<file path="config.mk">
export PLATFORM = sky130hd
export DESIGN_NAME = output_port_arbiter
export DESIGN_NICKNAME = d
export VERILOG_FILES = /design/src/rtl/output_port_arbiter.sv
export SDC_FILE = /design/constraint.sdc
export NUM_CORES = 1
export LEC_CHECK = 0
export BUFFER_PORTS_ARGS = -buffer_cell sky130_fd_sc_hd__buf_2
export CORE_MARGIN = 2
export CORE_UTILIZATION = 30
export CTS_BUF_LIST = sky130_fd_sc_hd__clkbuf_8
export DETAILED_ROUTE_END_ITERATION = 8
export PLACE_DENSITY = 0.67
export SLEW_MARGIN = 5
export SYNTH_ARGS = -nofsm -noshare
export SYNTH_HDL_FRONTEND = slang
export SYNTH_SLANG_ARGS = --single-unit
</file>
<file path="constraint.sdc">
create_clock -name clk -period 7.3 [get_ports clk]
set_input_delay 2.19 -clock clk [delete_from_list [all_inputs] [get_ports clk]]
set_output_delay 2.19 -clock clk [all_outputs]
set_load 0.02 [all_outputs]
</file>
<file path="src/rtl/output_port_arbiter.sv">
// Output port arbiter: round-robin selection among NUM_IN input buffers into a
// single-entry output register, with optional hop decrement and valid/ready drain.
module output_port_arbiter #(
    parameter int unsigned NUM_IN  = 4,
    parameter bit          DEC_HOP = 1'b1
) (
    input  logic                   clk,
    input  logic                   reset,
    input  logic [NUM_IN-1:0]      req,
    input  logic [64*NUM_IN-1:0]   pkt_in,
    output logic [NUM_IN-1:0]      grant,
    output logic                   out_valid,
    input  logic                   out_ready,
    output logic [63:0]            pkt_out,
    output logic [15:0]            pkt_count
);

    localparam int unsigned RR_W   = (NUM_IN > 1) ? $clog2(NUM_IN) : 1;
    localparam int unsigned PKT_W  = 64;
    localparam int unsigned CNT_W  = 16;
    localparam int unsigned HOP_LO = 48;
    localparam int unsigned HOP_W  = 8;

    typedef enum logic {
        EMPTY = 1'b0,
        FULL  = 1'b1
    } state_e;

    state_e            state_q, state_d;
    logic [RR_W-1:0]   rr_q, rr_d;
    logic [PKT_W-1:0]  pkt_q, pkt_d;
    logic [CNT_W-1:0]  cnt_q, cnt_d;

    logic [RR_W-1:0]   winner;
    logic [RR_W-1:0]   cand;
    logic              found;
    logic              can_load;
    logic              load;
    logic [PKT_W-1:0]  sel_pkt;

    // Round-robin search starting at rr_q; first requester in wrap order wins.
    always_comb begin
        winner = '0;
        cand   = '0;
        found  = 1'b0;
        for (int unsigned k = 0; k < NUM_IN; k++) begin
            cand = RR_W'((32'(rr_q) + k) % NUM_IN);
            if (!found && req[cand]) begin
                found  = 1'b1;
                winner = cand;
            end
        end
    end

    // Grant is suppressed during reset so upstream never clears a packet we drop.
    always_comb begin
        can_load = (state_q == EMPTY) || out_ready;
        load     = found && can_load && !reset;
        grant    = '0;
        if (load) begin
            grant[winner] = 1'b1;
        end
    end

    // Hop field saturates at zero rather than wrapping to 8'hFF.
    always_comb begin
        sel_pkt = pkt_in[PKT_W*winner +: PKT_W];
        if (DEC_HOP && (sel_pkt[HOP_LO +: HOP_W] != '0)) begin
            sel_pkt[HOP_LO +: HOP_W] = sel_pkt[HOP_LO +: HOP_W] - HOP_W'(1);
        end
    end

    always_comb begin
        state_d = state_q;
        rr_d    = rr_q;
        pkt_d   = pkt_q;
        cnt_d   = cnt_q;
        if (load) begin
            state_d = FULL;
            pkt_d   = sel_pkt;
            rr_d    = (32'(winner) == NUM_IN - 1) ? '0 : winner + RR_W'(1);
            cnt_d   = cnt_q + CNT_W'(1);
        end else if ((state_q == FULL) && out_ready) begin
            state_d = EMPTY;
        end
    end

    always_ff @(posedge clk or posedge reset) begin
        if (reset) begin
            state_q <= EMPTY;
            rr_q    <= '0;
            pkt_q   <= '0;
            cnt_q   <= '0;
        end else begin
            state_q <= state_d;
            rr_q    <= rr_d;
            pkt_q   <= pkt_d;
            cnt_q   <= cnt_d;
        end
    end

    assign out_valid = (state_q == FULL);
    assign pkt_out   = pkt_q;
    assign pkt_count = cnt_q;

endmodule

</file>
# Word level (Yosys, flattened, before mapping)
# Cells that the tools add are included.
[op_classes]
n_addsub = 6
n_mul = 0
div = 0
order_cmp = 6
eq_ne = 1
shifts = 1
muxes = 23
bitwise_logic = 1
n_reduce_logical = 14
[op_table]
columns = ["operator", "n"]
rows = [
  ["256-bit by 9-bit variable part select with 64-bit output", 1],
  ["16-bit by 1-bit adder with 16-bit output (second input constant)", 1],
  ["2-bit by 3-bit less-than comparator with 1-bit output (second input constant)", 5],
  ["1-bit 2-to-1 mux", 11],
  ["2-bit 2-to-1 mux", 5],
  ["1-bit binary-select mux with 2-bit select", 4],
  ["8-bit 2-to-1 mux", 1],
  ["8-bit nonzero test", 1],
  ["8-bit by 1-bit subtractor with 8-bit output (second input constant)", 1],
  ["1-bit logical AND", 7],
  ["2-bit by 1-bit adder with 2-bit output (second input constant)", 2],
  ["2-bit adder (second input constant)", 2],
  ["1-bit logical NOT", 4],
  ["4-bit 2-to-1 mux", 1],
  ["1-bit demux with 2-bit select", 1],
  ["2-bit equality test (second input constant)", 1],
  ["2-bit by 1-bit >= comparator with 1-bit output (second input constant)", 1],
  ["2-bit nonzero test", 1],
  ["1-bit logical OR", 1],
  ["1-bit NOT", 1],
]
[word_totals]
regBits = 83
latch_bits = 0
ram_bits = 0
rom_bits = 0
in_bits = 263
out_inout_bits = 85
wordCells = 56
n_memories = 0

# Depth between registers and ports, before layout
[depth]
ltp_word = 17
depth_mapped = 14

# Worst setup path after synthesis
# Ideal clock, no wire load.
[synth_path]
path_kind = "in2out"
startpoint = "input port req[0]"
endpoint = "output port grant[1]"
arrival_ps = 4005
required_time_ps = 5110
setup_slack_ps = 1105
cell_stages = 8
cell_sequence = "nor2b_1 -> or4_1 -> buf_2 -> nand2_2 -> buf_2 -> buf_1 -> ha_1 -> and3_1"
[synth_between]
elab_chain_len = 17
[synth_lines]
columns = ["element", "line_no", "source"]
rows = [
  ["start: declaration", "9", "input logic [NUM_IN-1:0] req,"],
  ["1-bit binary-select mux with 2-bit select", "48", "if (!found && req[cand]) begin"],
  ["1-bit 2-to-1 mux (not written as such)", "48", ""],
  ["1-bit 2-to-1 mux", "48", ""],
  ["1-bit logical NOT", "48", ""],
  ["1-bit logical AND", "48", ""],
  ["1-bit 2-to-1 mux", "48", ""],
  ["1-bit logical NOT", "48", ""],
  ["1-bit logical AND", "48", ""],
  ["1-bit 2-to-1 mux", "48", ""],
  ["1-bit logical NOT", "48", ""],
  ["1-bit logical AND", "48", ""],
  ["2-bit 2-to-1 mux", "48", ""],
  ["2-bit by 3-bit less-than comparator with 1-bit output (not written as such) or 2-bit by 1-bit >= comparator with 1-bit output (tied branches)", "61", "grant[winner] = 1'b1;"],
  ["1-bit logical AND (not written as such)", "61", ""],
  ["1-bit 2-to-1 mux (not written as such)", "61", ""],
  ["1-bit demux with 2-bit select", "61", ""],
  ["4-bit 2-to-1 mux (*)", "60", "if (load) begin"],
  ["end: declaration", "11", "output logic [NUM_IN-1:0] grant,"],
]
# Every way passes the cells marked *; elsewhere a longest branch is shown, timed or not. The select of a mux whose other input is x is not followed.

# Worst setup path in the final report
[layout_path]
startpoint = "input port req[0]"
endpoint = "output port grant[0]"
# Same word-level chain as after synthesis.

==> run summary <==
layout cells sized above 1 - 34.14%
Min-Delay Path Class - reg -> reg
Layout Nets - 1384
Worst-Margin Slew - 1087 ps
Power Dens Cells - 352.5 nW/um^2
hold-fix buffer count after cts - 0
Num CTS Buffers - 9
post-detail-place hpwl - 14.52 mm
max-capacitance violation count - 0
Final Total Pwr - 2651 uW
Routed WL - 19.38 mm
EDFF count, synth - 0
CTS resizes - 0
Sink Count - 83
Skew-Pair Late Insertion Delay - 360 ps
# port buffers - 347
Die ar. - 19300 um^2
Crit Path Max Fanout - 50
RR Startpoint - rr_q[0]
RSZ-0062 raised after global routing - false
Worst-path clk slew - 80 ps
synthesized area - 5460 um^2
data arrival time of the worst path - 4480 ps
Chip Width - 138.9 um
FFs w/ async S/R, synth - 100.0%
initial antenna violation count - 0
share of the synthesized area in the top cell type - 38.04%
Area contributors post-synth - dfrtp_1 38%, nand2_1 25%, nand3_1 16%
crit end category - output pin
Die H - 138.9 um
YS warnings - 0
WHS - 471.7 ps
final hold vios - 0
first-pass iteration count of the detailed router - 5
FF-to-FF End - pkt_out[49]
largest net degree at the start of global routing - 84
row cnt - 49
required time of the critical path - 5110 ps
Avg Cell Area, Syn - 6.783 um^2
Post-Syn Nets - 1075
Worst Setup Path Type - in -> out
R2R Setup Slk - 3010 ps
CP startpoint - req[0]
FF-to-FF path depth - 10
Setup crit end - grant[0]
# setup viols final - 0
Pleak - 0.004237 uW
final worst path period share - 91.36%
status - complete, no violations
Clock Root Buffer - clkbuf_8
final slew viol count - 0
H-tree level count - 3
GPL Wtd Cong - 0.8975
per-cell routed wire length - 14.37 um
Initial Util - 30.50%
#FFs+latches synth - 83
Area Overhead vs Synth - 37.72%
Tot GR Track Use - 19.45%
I/O pin cnt - 348
Slew HR - 27.54%
crit start category - input port
Vias - 6566
Min Clock Period, post-route - 6670 ps
first-pass GRT wire length - 30.71 mm
vias in the first global route - 6263
Vias/cell - 4.871
setup_tns - 0 ps
Seq/Total Area, Yosys - 38.04%
Worst Clk Skew - 18.53 ps
Max VDD drop - 0.1701 mV
FMAX - 149.9 MHz
drt first-iter violations - 239
core area - 17900 um^2
remaining antenna violation count after routing - 0
Mapped Cells - 805
cell taking the most area after synthesis - dfrtp_1
CTS tree - done
Top FF cell, synth - dfrtp_1
placed cell count - 1332
GRT overflow - 0
setup repair bufs after CTS - 0
Clock Path Buffers - 2
Cell variety after synth - 44
final routed DRC violation total - 0
ANT cells - 0
non-filler cells, final - 1348
## worst max-delay path, stage by stage
cell and delay, ps:
buf_2 120, nor2b_1 140, or4_1 610, nand2_4 460, inv_4 330, ha_1 300
and3_1 130, buf_2 160
## state kept, by name, indices dropped and copies added, names as in the netlist
| name | count |
|---|---|
| out_valid | 1 |
| pkt_out | 64 |
| pkt_count | 16 |
| rr_q | 2 |
## worst min path at each step
| stage | from | end | slack, ps | cells past startpoint |
|---|---|---|---|---|
| after floorplan | rr_q[1] | rr_q[1] | 530 | 2 |
| after global placement | pkt_out[42] | pkt_out[42] | 450 | 2 |
| after detailed placement | pkt_out[57] | pkt_out[57] | 460 | 2 |
| after CTS | pkt_out[57] | pkt_out[57] | 480 | 2 |
| after global routing | pkt_count[15] | pkt_count[15] | 500 | 1 |
| final | pkt_out[57] | pkt_out[57] | 470 | 2 |
## power by group
group / switching [uW] / total [uW] / internal, uW
clock network: 189 / 353 / 164
logic: 1030 / 1540 / 510
registers: 114 / 754 / 640
## area by class of cell
cell class              instances  area [um^2]
clock buffers                   9        123.9
fillers                      1906        10380
repair buffers                354         1789
well taps                     229        286.5
clock inverters                 7        82.58
inverters                       8        33.78
flip-flops and latches         83         2077
multi-input cells             658         3127
## kinds of logic after synthesis
logic type,Yosys count,share of synthesized area [%]
mux,6,1.123
fa+ha+maj,7,1.604
buf+inv,64,4.858
simple gates,587,45.99
flops,83,38.04
compound gates,38,5.179
xor+xnor,20,3.208
## routing by layer
| metal | GRT usage [%] | up-vias | part of all wire, % |
|---|---|---|---|
| met4 | 6.273 | 0 | 2.1 |
| met2 | 33.37 | 278 | 49 |
| met1 | 24.64 | 2989 | 42 |
| li1 | - | 3272 | - |
| met3 | 3.902 | 27 | 6.7 |
| met5 | 0 | - | 0 |
## stage by stage
| step | cell area [um^2] | utilization, % | worst slack [ps] |
|---|---|---|---|
| after floorplan | 5460 | - | 1105 |
| after global placement | 7313 | 40.85 | 667.5 |
| after detailed placement | 7313 | 40.85 | 630.5 |
| after CTS | 7520 | 42.00 | 626.8 |
| after global routing | 7520 | 42.00 | 508.2 |
| final | 7520 | 42.00 | 630.5 |
## synthesized netlist by cell type (4+ instances only)
cell      instances
mux2i_1           5
or4_1             4
nand2_1         369
inv_1             6
nand4_1           6
xnor2_1          16
xor2_1            4
a211o_1           4
and3_1            8
ha_1              7
nor2_1           12
a21oi_1           9
dfrtp_1          83
o31ai_1           6
nand3_1         175
buf_1            14
clkbuf_1         34
buf_4             5
## placed cells by master (no fill, tap or decap), types with 2 or more instances in the layout
master	count
inv_6	2
clkinvlp_4	2
inv_1	5
a211o_1	4
xnor2_1	16
dfrtp_1	83
nor2_1	12
ha_1	7
nand2_1	368
o31ai_1	6
or4_1	4
buf_4	7
buf_2	347
clkbuf_8	9
mux2i_1	5
a22o_1	3
xor2_1	4
o21ai_0	3
nor3_1	2
and3_1	8
o311ai_0	3
nand4_1	6
a21oi_1	9
nand3_1	175
nor2b_1	3
nand2b_1	2
(Power assumes the default switching activity.)
